## src/rtl/spi_fifo_pkg.sv

```systemverilog
// spi_fifo_pkg: shared types and constants for the SPI FIFO read path.
//   rd_state_t  - read scheduler state encoding
//   BURST_CNT_W - width of the completed-burst counter
//   DEF_*       - default parameter values for spi_fifo_rd_ctrl
//   cnt_w()     - counter width able to hold 0..n (never less than 1 bit)
package spi_fifo_pkg;

    typedef enum logic [2:0] {
        ST_IDLE,
        ST_STARTUP,
        ST_WAIT_DATA,
        ST_BURST_HI,
        ST_BURST_LO,
        ST_GAP
    } rd_state_t;

    localparam int BURST_CNT_W   = 16;

    localparam int DEF_DIV       = 4;
    localparam int DEF_BURST_LEN = 16;
    localparam int DEF_STARTUP   = 10000;
    localparam int DEF_GAP_CYC   = 64;

    function automatic int cnt_w(input int n);
        return (n < 1) ? 1 : $clog2(n + 1);
    endfunction

endpackage

```

## src/rtl/spi_fifo_clk_div.sv

```systemverilog
// spi_fifo_clk_div: phase timer for the serial clock.
//   clk_in - clock
//   rst    - asynchronous active-high reset
//   run    - count while high; low parks the timer at the start of a high half
//   fall   - strobe in the last cycle of a high half (sck should drop next)
//   rise   - strobe in the last cycle of a low half (sck should rise next)
// Each half lasts DIV cycles. The strobes are combinational; the consumer
// registers sck from them.
module spi_fifo_clk_div
    import spi_fifo_pkg::*;
#(
    parameter int DIV = DEF_DIV
) (
    input  logic clk_in,
    input  logic rst,
    input  logic run,
    output logic rise,
    output logic fall
);

    localparam int            CW   = cnt_w(DIV);
    localparam logic [CW-1:0] LAST = CW'(DIV - 1);

    logic [CW-1:0] cnt_q, cnt_d;
    logic          phase_q, phase_d;   // 0: high half, 1: low half
    logic          wrap;

    always_comb begin
        wrap    = (cnt_q == LAST);
        cnt_d   = cnt_q;
        phase_d = phase_q;
        if (!run) begin
            cnt_d   = '0;
            phase_d = 1'b0;
        end else if (wrap) begin
            cnt_d   = '0;
            phase_d = ~phase_q;
        end else begin
            cnt_d   = cnt_q + 1'b1;
        end
    end

    always_ff @(posedge clk_in or posedge rst) begin
        if (rst) begin
            cnt_q   <= '0;
            phase_q <= 1'b0;
        end else begin
            cnt_q   <= cnt_d;
            phase_q <= phase_d;
        end
    end

    assign fall = run & wrap & ~phase_q;
    assign rise = run & wrap &  phase_q;

endmodule

```

## src/rtl/spi_fifo_rd_ctrl.sv

```systemverilog
// spi_fifo_rd_ctrl: read-side burst scheduler for the SPI FIFO path.
//   clk_in, rst  - clock, asynchronous active-high reset
//   en           - enable; dropping it lets the current burst finish
//   fifo_aempty  - low: a full burst is available (sampled in WAIT_DATA only)
//   fifo_empty   - FIFO empty (used only with SPI_FIFO_RD_CTRL_UNDERRUN_EN)
//   fifo_re      - one-cycle read strobe, coincident with each sck rise
//   sck          - serial clock, half-period DIV cycles, low when idle
//   busy         - high during BURST_HI / BURST_LO
//   burst_done   - one-cycle pulse on entry to GAP
//   burst_cnt    - completed bursts, wraps
//   underrun     - sticky; port present only with SPI_FIFO_RD_CTRL_UNDERRUN_EN
// Optional feature macro: SPI_FIFO_RD_CTRL_UNDERRUN_EN. When defined, a read
// point that finds the FIFO empty suppresses the read and ends the burst.
// All outputs are registered.
module spi_fifo_rd_ctrl
    import spi_fifo_pkg::*;
#(
    parameter int DIV       = DEF_DIV,
    parameter int BURST_LEN = DEF_BURST_LEN,
    parameter int STARTUP   = DEF_STARTUP,
    parameter int GAP_CYC   = DEF_GAP_CYC
) (
    input  logic                   clk_in,
    input  logic                   rst,
    input  logic                   en,
    input  logic                   fifo_aempty,
    input  logic                   fifo_empty,
    output logic                   fifo_re,
    output logic                   sck,
    output logic                   busy,
    output logic                   burst_done,
    output logic [BURST_CNT_W-1:0] burst_cnt
`ifdef SPI_FIFO_RD_CTRL_UNDERRUN_EN
    ,
    output logic                   underrun
`endif
);

    localparam int SU_W = cnt_w(STARTUP);
    localparam int GP_W = cnt_w(GAP_CYC);
    localparam int WT_W = (SU_W > GP_W) ? SU_W : GP_W;
    localparam int PC_W = cnt_w(BURST_LEN);

    // STARTUP and GAP share one wait counter; each compares against its
    // last cycle index. GAP_CYC=0 still spends one cycle in GAP.
    localparam logic [WT_W-1:0] SU_LAST = WT_W'((STARTUP > 0) ? STARTUP - 1 : 0);
    localparam logic [WT_W-1:0] GP_LAST = WT_W'((GAP_CYC > 1) ? GAP_CYC - 1 : 0);
    localparam logic [PC_W-1:0] PC_MAX  = PC_W'(BURST_LEN);

    rd_state_t              state_q, state_d;
    logic [WT_W-1:0]        wait_cnt_q, wait_cnt_d;
    logic [PC_W-1:0]        pulse_cnt_q, pulse_cnt_d;
    logic [BURST_CNT_W-1:0] burst_cnt_q, burst_cnt_d;
    logic                   sck_q, sck_d;
    logic                   fifo_re_q, fifo_re_d;
    logic                   busy_q, busy_d;
    logic                   burst_done_q, burst_done_d;
    logic                   rise, fall;
    logic                   start_pulse, end_burst, read_blocked;

`ifdef SPI_FIFO_RD_CTRL_UNDERRUN_EN
    logic underrun_q, underrun_d;
    assign read_blocked = fifo_empty;
`else
    logic unused_fifo_empty;
    assign unused_fifo_empty = fifo_empty;
    assign read_blocked      = 1'b0;
`endif

    spi_fifo_clk_div #(.DIV(DIV)) u_clk_div (
        .clk_in (clk_in),
        .rst    (rst),
        .run    (busy_q),
        .rise   (rise),
        .fall   (fall)
    );

    always_comb begin
        state_d      = state_q;
        wait_cnt_d   = wait_cnt_q;
        pulse_cnt_d  = pulse_cnt_q;
        burst_cnt_d  = burst_cnt_q;
        sck_d        = sck_q;
        fifo_re_d    = 1'b0;
        burst_done_d = 1'b0;
        start_pulse  = 1'b0;
        end_burst    = 1'b0;
`ifdef SPI_FIFO_RD_CTRL_UNDERRUN_EN
        underrun_d   = underrun_q;
`endif
        case (state_q)
            ST_IDLE: begin
                if (en) begin
                    state_d    = ST_STARTUP;
                    wait_cnt_d = '0;
                end
            end
            ST_STARTUP: begin
                // Leaving via IDLE clears the counter on re-entry, so a
                // toggle of en restarts the whole delay.
                if (!en)                       state_d = ST_IDLE;
                else if (wait_cnt_q >= SU_LAST) state_d = ST_WAIT_DATA;
                else                            wait_cnt_d = wait_cnt_q + 1'b1;
            end
            ST_WAIT_DATA: begin
                if (!en) begin
                    state_d = ST_IDLE;
                end else if (!fifo_aempty) begin
                    start_pulse = 1'b1;
                    pulse_cnt_d = '0;
                end
            end
            ST_BURST_HI: begin
                if (fall) begin
                    state_d = ST_BURST_LO;
                    sck_d   = 1'b0;
                end
            end
            ST_BURST_LO: begin
                if (rise) begin
                    if (pulse_cnt_q < PC_MAX) start_pulse = 1'b1;
                    else                      end_burst   = 1'b1;
                end
            end
            ST_GAP: begin
                if (wait_cnt_q >= GP_LAST) state_d = en ? ST_WAIT_DATA : ST_IDLE;
                else                       wait_cnt_d = wait_cnt_q + 1'b1;
            end
            default: state_d = ST_IDLE;
        endcase

        // Each read point: rise sck and strobe the FIFO, unless an empty FIFO
        // blocks the read, which ends the burst early.
        if (start_pulse) begin
            if (read_blocked) begin
                end_burst = 1'b1;
`ifdef SPI_FIFO_RD_CTRL_UNDERRUN_EN
                underrun_d = 1'b1;
`endif
            end else begin
                state_d     = ST_BURST_HI;
                sck_d       = 1'b1;
                fifo_re_d   = 1'b1;
                pulse_cnt_d = pulse_cnt_d + 1'b1;
            end
        end

        if (end_burst) begin
            state_d      = ST_GAP;
            sck_d        = 1'b0;
            wait_cnt_d   = '0;
            burst_done_d = 1'b1;
            burst_cnt_d  = burst_cnt_q + 1'b1;
        end

        busy_d = (state_d == ST_BURST_HI) || (state_d == ST_BURST_LO);
    end

    always_ff @(posedge clk_in or posedge rst) begin
        if (rst) begin
            state_q      <= ST_IDLE;
            wait_cnt_q   <= '0;
            pulse_cnt_q  <= '0;
            burst_cnt_q  <= '0;
            sck_q        <= 1'b0;
            fifo_re_q    <= 1'b0;
            busy_q       <= 1'b0;
            burst_done_q <= 1'b0;
`ifdef SPI_FIFO_RD_CTRL_UNDERRUN_EN
            underrun_q   <= 1'b0;
`endif
        end else begin
            state_q      <= state_d;
            wait_cnt_q   <= wait_cnt_d;
            pulse_cnt_q  <= pulse_cnt_d;
            burst_cnt_q  <= burst_cnt_d;
            sck_q        <= sck_d;
            fifo_re_q    <= fifo_re_d;
            busy_q       <= busy_d;
            burst_done_q <= burst_done_d;
`ifdef SPI_FIFO_RD_CTRL_UNDERRUN_EN
            underrun_q   <= underrun_d;
`endif
        end
    end

    assign fifo_re    = fifo_re_q;
    assign sck        = sck_q;
    assign busy       = busy_q;
    assign burst_done = burst_done_q;
    assign burst_cnt  = burst_cnt_q;
`ifdef SPI_FIFO_RD_CTRL_UNDERRUN_EN
    assign underrun   = underrun_q;
`endif

endmodule

```

## config.mk

```make
export PLATFORM = sky130hd
export DESIGN_NAME = spi_fifo_rd_ctrl
export DESIGN_NICKNAME = d
export VERILOG_FILES = /design/src/rtl/spi_fifo_pkg.sv /design/src/rtl/spi_fifo_clk_div.sv /design/src/rtl/spi_fifo_rd_ctrl.sv
export SDC_FILE = /design/constraint.sdc
export NUM_CORES = 1
export LEC_CHECK = 0
export CORE_ASPECT_RATIO = 1.2
export CORE_UTILIZATION = 60
export DETAILED_ROUTE_END_ITERATION = 12
export PLACE_DENSITY = 0.81
export SYNTH_ARGS = -nofsm -noshare
export SYNTH_HDL_FRONTEND = slang
export SYNTH_SLANG_ARGS = --single-unit
```

## constraint.sdc

```tcl
create_clock -name clk_in -period 3.75 [get_ports clk_in]
set_clock_uncertainty 0.15 [all_clocks]
set_input_delay 0.375 -clock clk_in [delete_from_list [all_inputs] [get_ports clk_in]]
set_output_delay 0.375 -clock clk_in [all_outputs]
set_load 0.005 [all_outputs]
```

==> results.yml, run 1 <==
sta:
  max-slew-margin-rel_pct: 31.29
  min_period_ps: 2730
  drv_slew: 0
  post-route-period-util_pct: 72.80
  fin_tns_setup_ps: 0
  max_freq_ghz: 0.3663
  rsz0062_at_grt: "no"
  worstMarginPinSlew_ps: 1029
  hold_ws_ps: 299.8
  setup_viol: 0
  final_hold_viol_count: 0
finish:
  fin_nets: 258
  fin_util_pct: 73.04
  fill_cells: 256
  fin_area_um2: 2654
  drive_above_1_share_pct: 7.600
  antennaDiodeCount: 0
  final_cell_mix: "dfrtp_1, clkdlybuf4s50_1, nor2_1, nand2_1, nand3_1"
  syn_to_final_growth_pct: 16.54
  mostFrequentLayoutCell: "dfrtp_1"
min_path:
  min_path_type: "reg -> reg"
  min_path_cells: 1
  hp-start: "u_clk_div.cnt_q[0]"
pwr:
  power.density_nw_per_um2: 424.3
  leakage_uw: 0.001221
  ir_drop_mv: 0.3575
  power.total_uw: 1126
yosys:
  syn_area_um2: 2277
  synth_area_leader_cell: "dfrtp_1"
  synth-main-ff-cell: "dfrtp_1"
  ys_warn_count: 0
  synth-edff-count: 0
  synth_cell_types: 42
  synth_nets: 230
  synth_seq_cells: 46
  syn_inst: 221
  syn_avg_cell_area_um2: 10.30
  synthArstFlopShare_pct: 100.0
  yosysTopAreaCellShare_pct: 50.55
  seq_area_frac_synth_pct: 50.55
  synth.area.top_cells: "dfrtp_1, xnor2_1, xor2_1, nor2_1, nand3_1"
worst_setup_path:
  reg2reg_depth: 6
  endpoint_kind: "register"
  cp.required_ps: 3780
  critPathMaxStageDelay_ps: 850
  crit_fanout: 19
  path_cells: "ha_1 > nand3_1 > a211o_1 > a211oi_2 > nand2b_1 > o21ai_0"
  critPathLaunch: "wait_cnt_q[0]"
  r2r-start: "wait_cnt_q[0]"
  crit_type: "reg -> reg"
  worst_path_max_delay_cell: "a211oi_2"
  start_kind: "register"
  worstPathArrival_ps: 2760
flow_run:
  maxCapViolations: 0
grt:
  grt_pass1_wl_um: 7044
  grt_max_degree: 47
  antenna_found_initial: 0
  grt_overflow: 0
  gr-usage-all-layers_pct: 22.56
  grt_pass1_vias: 1614
clock_tree:
  cts_root_buf: "clkbuf_8"
  clk_pin_slew_ps: 90
  clock_path_buffers: 2
  cts_max_level: 2
  postCtsSetupBuffers: 0
  cts_hold_buffers: 0
  cts.sinks: 46
  cts_made_buffers: 5
  postCtsResizedCells: 0
  insertion_delay_ps: 300
  cts_tree: "yes"
placement:
  hpwl_um: 2992
  io_buffers: 23
  placedInstanceArea_um2: 2560
  finalWeightedCongestion: 0.8472
routing:
  vias_per_cell: 5.629
  via_count: 1700
  dr.pass1.iters: 4
  ant_nets: 0
  first_iter_violations: 46
  wl_per_cell_um: 13.80
  drt_wl_total_um: 4169
  drc: 0
floorplanning:
  fp-row-count: 24
  die_w_um: 58.24
  fp.dieArea_um2: 4047
  ioPinCount: 25
  dieHeight_um: 69.49
  initial_utilization_pct: 62.67
  coreArea_um2: 3633
run_status:
  outcome: "completed"
==> final cells by class <==
cell class                      instances  area, um2  area share (%)
Timing Repair Buffer                   24      237.7           8.958
Tap cell                               52      65.06           2.452
Clock buffer                            5      68.82           2.593
Inverter                                7      26.28          0.9901
Clock inverter                          3      25.02          0.9429
Sequential cell                        46       1151           43.38
Multi-Input combinational cell        165       1080           40.69
==> state kept, by name, summed over array words and instances (netlist names) <==
| name | count |
|---|---|
| pulse_cnt_q | 5 |
| state_q | 3 |
| wait_cnt_q | 14 |
| busy | 1 |
| fifo_re | 1 |
| u_clk_div.cnt_q | 3 |
| u_clk_div.phase_q | 1 |
| sck | 1 |
| burst_done | 1 |
| burst_cnt | 16 |
==> per-stage QoR <==
step | setup WS, ps | instances
after floorplan | 1708 | 221
after global placement | 1021 | 294
after detailed placement | 1023 | 294
after CTS | 1011 | 302
after global routing | 745.1 | 302
final | 1020 | 302
==> cells by family after synthesis <==
group                    Yosys count  share of synthesized area (%)
AND/OR/NAND/NOR                  102                          25.49
flip-flops                        46                          50.55
AO/OA/AOI/OAI                     38                          11.43
XOR/XNOR                          19                          7.308
buffers and inverters             10                          2.033
adder cells (fa/ha/maj)            4                          2.198
multiplexers                       2                         0.9889
==> cells in the mapped netlist (all sizes together), types with 4 or more instances <==
cell type  number
a21oi           6
o21ai          11
dfrtp          46
ha              4
nor4            7
and2            6
and3            5
nand3          15
nand2b          8
nor2           19
nand4           8
inv             7
nand2          18
nor3            6
o21a            4
o31ai           4
xnor2          10
xor2            9
==> worst max-delay path, delay by kind of cell, from the launching register on <==
family | cells | cell delay (ps)
compound gates | 3 | 1300
flops | 1 | 430
fa+ha+maj | 1 | 240
simple gates | 2 | 490
==> routing by layer <==
layer  vias up  routed length, um  GRT usage, %
met3         5                114         5.037
met5         -                  0             0
met2        27               2053         35.76
met1       822               1943         30.31
met4         0                 57         7.937
li1        846                  -             -
==> where the power goes <==
part           internal, uW  switching (uW)  leakage (uW)
Clock                   134             174     0.0000447
Combinational          86.3             114      0.000554
Sequential              548            68.4      0.000622
==> path summary, 6_finish.rpt <==
check                                     end  slack (ps)
setup / recovery                wait_cnt_q[2]        1020
hold / removal             u_clk_div.cnt_q[0]         300
setup reg to reg                wait_cnt_q[2]        1020
hold reg to reg            u_clk_div.cnt_q[0]         300
max in group asynchronous          state_q[0]        2430
min in group asynchronous        burst_cnt[8]         440
Note: power is estimated with default switching activity, not from simulation.
==> run 2, diff against run 1 <==
--- a/config.mk
+++ b/config.mk
@@ -6,9 +6,9 @@
 export NUM_CORES = 1
 export LEC_CHECK = 0
 export CORE_ASPECT_RATIO = 1.2
-export CORE_UTILIZATION = 60
+export CORE_UTILIZATION = 50
 export DETAILED_ROUTE_END_ITERATION = 12
-export PLACE_DENSITY = 0.81
+export PLACE_DENSITY = 0.72
 export SYNTH_ARGS = -nofsm -noshare
 export SYNTH_HDL_FRONTEND = slang
 export SYNTH_SLANG_ARGS = --single-unit
==> constraint.sdc (replaced) <==
create_clock -name clk_in -period 2.5 [get_ports clk_in]
set_clock_uncertainty 0.15 [all_clocks]
set_input_delay 0.25 -clock clk_in [delete_from_list [all_inputs] [get_ports clk_in]]
set_output_delay 0.25 -clock clk_in [all_outputs]
set_load 0.005 [all_outputs]
==> results.yml, run 2 (synthesis results as in run 1) <==
grt:
  grt_pass1_vias: 1729
  busiest_layer: "met2"
  grt_use_met2_pct: 32.55
  grt_pass1_wl_um: 7638
  grt_overflow: 0
  grt_max_degree: 25
  antenna_found_initial: 0
  use_met3_pct: 5.271
  gr-usage-all-layers_pct: 20.03
  globalRouteMet1Util_pct: 25.50
worst_setup_path:
  crit_fanout: 9
  critPathLaunch: "u_clk_div.cnt_q[0]"
  worst_path_max_delay_cell: "nor4_4"
  worstPathArrival_ps: 2280
  crit_type: "reg -> reg"
  crit_family: "simple AND/OR/NAND/NOR gates"
  critPathMaxStageDelay_ps: 380
  path_cells: "ha_1 > nand3b_4 > nor4_4 > buf_4 > buf_4 > nand3_2 > nor3_1 > xnor2_1"
  cp.required_ps: 2580
  cpMostUsedCell: "buf_4"
  path_buf_inv: 2
  r2r-start: "u_clk_div.cnt_q[0]"
  start_kind: "register"
  endpoint_kind: "register"
clock_tree:
  postCtsResizedCells: 0
  cts_root_buf: "clkbuf_8"
  cts_made_buffers: 5
  insertion_delay_ps: 300
  cts_hold_buffers: 0
  postCtsSetupBuffers: 0
  cts_max_level: 2
  cts.sinks: 46
  clk_pin_slew_ps: 90
  clock_path_buffers: 2
  cts_tree: "yes"
routing:
  drc: 0
  dr.pass1.iters: 4
  ant_nets: 0
  drt_wl_total_um: 4229
  via_count: 1702
  first_iter_violations: 71
  wl_per_cell_um: 13.55
  vias_per_cell: 5.455
floorplanning:
  coreArea_um2: 4327
  ioPinCount: 25
  dieHeight_um: 75.93
  fp.dieArea_um2: 4829
  die_w_um: 63.61
  initial_utilization_pct: 52.63
  fp-row-count: 26
sta:
  worstMarginPinSlew_ps: 495.7
  hold_ws_ps: 131.8
  timing.final.ws_setup_ps: 298.6
  max_freq_ghz: 0.4543
  drv_slew: 0
  fin_tns_setup_ps: 0
  post-route-period-util_pct: 88.06
  max-slew-margin-rel_pct: 66.91
  setup_viol: 0
  final_hold_viol_count: 0
  rsz0062_at_grt: "no"
  min_period_ps: 2201
run_status:
  outcome: "completed"
finish:
  register_area_um2: 1151
  mostFrequentLayoutCell: "dfrtp_1"
  syn_to_final_growth_pct: 18.68
  fin_nets: 264
  antennaDiodeCount: 0
  multi_input_area_um2: 1080
  fill_cells: 372
  final_cells: 312
  final_cell_mix: "dfrtp_1, clkdlybuf4s50_1, nor2_1, nand2_1, nand3_1"
  fin_area_um2: 2703
  drive_above_1_share_pct: 9.766
  largest_reg_flops: 16
placement:
  place_ws_ps: 285.3
  io_buffers: 23
  dp_cells: 304
  placedInstanceArea_um2: 2610
  finalWeightedCongestion: 0.8273
  hpwl_um: 3132
pwr:
  power.density_nw_per_um2: 631.5
  leakage_uw: 0.001246
  ir_drop_mv: 0.5963
min_path:
  min_path_type: "in -> async"
flow_run:
  maxCapViolations: 0
==> run 2: area by class of cell <==
class | instances | share of cell area, %
Sequential cell | 46 | 42.59
Multi-Input combinational cell | 165 | 39.95
Timing Repair Buffer | 30 | 10.46
Tap cell | 56 | 2.593
Clock buffer | 5 | 2.546
Inverter | 7 | 0.9722
Clock inverter | 3 | 0.8796
==> run 2: routing by layer <==
| layer | vias up | routed length [um] |
|---|---|---|
| li1 | 859 | - |
| met1 | 819 | 1984 |
| met4 | 0 | 50 |
| met3 | 5 | 112 |
| met2 | 19 | 2082 |
| met5 | - | 0 |
==> run 2: worst reg2reg max path: stages (launching register included) <==
cell and delay (ps):
dfrtp_1 360, ha_1 230, nand3b_4 120, nor4_4 390
buf_4 190, buf_4 160, nand3_2 130, nor3_1 260
xnor2_1 140
==> run 2: metrics by stage <==
step,utilization (%),total power [uW]
after floorplan,-,1148
after global placement,60.32,1252
after detailed placement,60.32,1259
after CTS,62.46,1731
after global routing,62.46,1821
final,62.46,1707
==> run 2: where the power goes <==
group | internal, uW | switching [uW] | total, uW | leakage [uW]
registers | 823 | 93.3 | 916 | 0.000622
logic | 147 | 177 | 324 | 0.000583
clock network | 200 | 267 | 467 | 0.0000408
total | 1170 | 537 | 1710 | 0.00125
==> run 2: path summary, 6_finish.rpt <==
path                                      end  slack (ps)  cells after the start
hold / removal                   burst_cnt[7]         130                      2
setup / recovery                burst_cnt[14]         300                      8
setup reg to reg                burst_cnt[14]         300                      8
max in group asynchronous       wait_cnt_q[1]        1500                      3
hold reg to reg            u_clk_div.cnt_q[0]         300                      1
min in group clk_in        u_clk_div.cnt_q[0]         300                      1
==> run 3, diff against run 2 <==
--- a/config.mk
+++ b/config.mk
@@ -9,6 +9,7 @@
 export CORE_UTILIZATION = 50
 export DETAILED_ROUTE_END_ITERATION = 12
 export PLACE_DENSITY = 0.72
+export REMOVE_ABC_BUFFERS = 1
 export SYNTH_ARGS = -nofsm -noshare
 export SYNTH_HDL_FRONTEND = slang
 export SYNTH_SLANG_ARGS = --single-unit
==> constraint.sdc (replaced) <==
create_clock -name clk_in -period 1.8 [get_ports clk_in]
set_clock_uncertainty 0.15 [all_clocks]
set_input_delay 0.18 -clock clk_in [delete_from_list [all_inputs] [get_ports clk_in]]
set_output_delay 0.18 -clock clk_in [all_outputs]
set_load 0.005 [all_outputs]
==> results.yml, run 3 (synthesis results as in run 1) <==
run_status:
  outcome: "finished, violations left"
  violations: "setup timing"
clock_tree:
  cts_root_buf: "clkbuf_8"
  clock_path_buffers: 2
  cts_max_level: 2
  cts.sinks: 46
  cts_made_buffers: 5
  clk_pin_slew_ps: 90
  insertion_delay_ps: 290
  cts_tree: "yes"
routing:
  drt_wl_total_um: 6560
  vias_per_cell: 5.712
  via_count: 2119
  dr.pass1.iters: 4
  ant_nets: 0
  first_iter_violations: 205
  drc: 0
  wl_per_cell_um: 17.68
sta:
  max_freq_ghz: 0.4866
  timing.final.ws_setup_ps: -254.9
  drv_slew: 0
  fin_tns_setup_ps: -5113
  min_period_ps: 2055
  setup_viol: 37
  worstMarginPinSlew_ps: 462.8
  final_hold_viol_count: 0
  post-route-period-util_pct: 114.2
  rsz0062_at_grt: "yes"
  max-slew-margin-rel_pct: 69.03
floorplanning:
  die_w_um: 63.61
  ioPinCount: 25
  coreArea_um2: 4327
  fp.dieArea_um2: 4829
  fp-row-count: 26
  initial_utilization_pct: 52.63
  dieHeight_um: 75.93
grt:
  use_met3_pct: 3.614
  grt_overflow: 0
  grt_pass1_vias: 2167
  globalRouteMet1Util_pct: 31.00
  antenna_found_initial: 0
  grt_max_degree: 33
  busiest_layer: "met2"
  grt_use_met2_pct: 50.64
  gr-usage-all-layers_pct: 27.28
  grt_pass1_wl_um: 10280
pwr:
  power.density_nw_per_um2: 814.1
  ir_drop_mv: 0.6898
  leakage_uw: 0.001672
finish:
  fin_util_pct: 80.54
  drive_above_1_share_pct: 38.73
  fin_area_um2: 3485
  antennaDiodeCount: 0
  fin_nets: 323
  largest_reg_flops: 16
  syn_to_final_growth_pct: 53.02
  final_cell_mix: "buf_4, dfrtp_1, clkdlybuf4s50_1, nand2_1"
  fill_cells: 247
  mostFrequentLayoutCell: "buf_4"
worst_setup_path:
  worstPathArrival_ps: 2090
  crit_type: "reg -> reg"
  start_kind: "register"
  reg2reg_depth: 8
  cp.required_ps: 1840
  crit_fanout: 4
  endpoint_kind: "register"
min_path:
  min_path_type: "in -> async"
placement:
  io_buffers: 23
  hpwl_um: 3854
  finalWeightedCongestion: 0.8726
  placedInstanceArea_um2: 2945
flow_run:
  maxCapViolations: 0
-- run 3: cell types whose count changed in the layout (fill, tap and decap cells not counted), moves of 6 or more --
| cell | change |
|---|---|
| buf_6 | +10 |
| buf_4 | +48 |
| nor2_1 | -8 |
| o21ai_0 | -6 |
-- run 3: worst paths after layout --
path,from,end,slack (ps)
max,u_clk_div.cnt_q[0],wait_cnt_q[12],-250
min,rst,burst_cnt[6],10
max reg2reg,u_clk_div.cnt_q[0],wait_cnt_q[12],-250
min reg2reg,burst_cnt[15],burst_cnt[15],330
max in group asynchronous,rst,state_q[0],1000
min in group clk_in,burst_cnt[15],burst_cnt[15],330
-- run 3: worst max-delay path, stage by stage, from the launching register on --
cell	delay, ps
dfrtp_1	400
ha_4	170
nand3b_4	90
nor4_4	240
buf_4	190
a211oi_4	50
buf_4	170
o31a_1	310
o21a_1	180
-- run 3: per-layer routing --
metal / up-vias / part of all wire (%)
met5: - / 0
met4: 0 / 2.7
met1: 1051 / 37
li1: 978 / -
met3: 17 / 3.7
met2: 73 / 56
-- run 3: final cells by class --
type	count	area [um2]	share of cell area (%)
Inverter	7	26.28	0.7540
Clock inverter	1	8.758	0.2513
Tap cell	56	70.07	2.011
Multi-Input combinational cell	165	1364	39.14
Sequential cell	46	1154	33.11
Clock buffer	7	86.33	2.478
Timing Repair Buffer	89	775.7	22.26
-- run 3: power by group --
| part | internal, uW | total, uW | switching [uW] |
|---|---|---|---|
| clock | 318 | 668 | 350 |
| combinational | 456 | 910 | 454 |
| sequential | 1140 | 1260 | 114 |
| total | 1920 | 2840 | 918 |
-- run 3: through the flow --
stage | cells | power, uW | worst slack, ps | hold slack [ps]
detailed placement | 347 | 1960 | -399.4 | 283.4
global placement | 347 | 1936 | -388.5 | 274.1
finish | 371 | 2837 | -254.9 | 14.42
CTS | 365 | 2751 | -236.5 | 14.96
global route | 371 | 2987 | -314.0 | 46.51
floorplan | 218 | 1579 | -475.5 | 171.5
-- run 3: what timing repair did --
item,4_1_cts,5_1_grt
buffers inserted,12,9
hold buffers,0,0
setup endpoints to repair,36,37
gates cloned,0,0
gates resized for setup,52,22
pin swaps,30,19
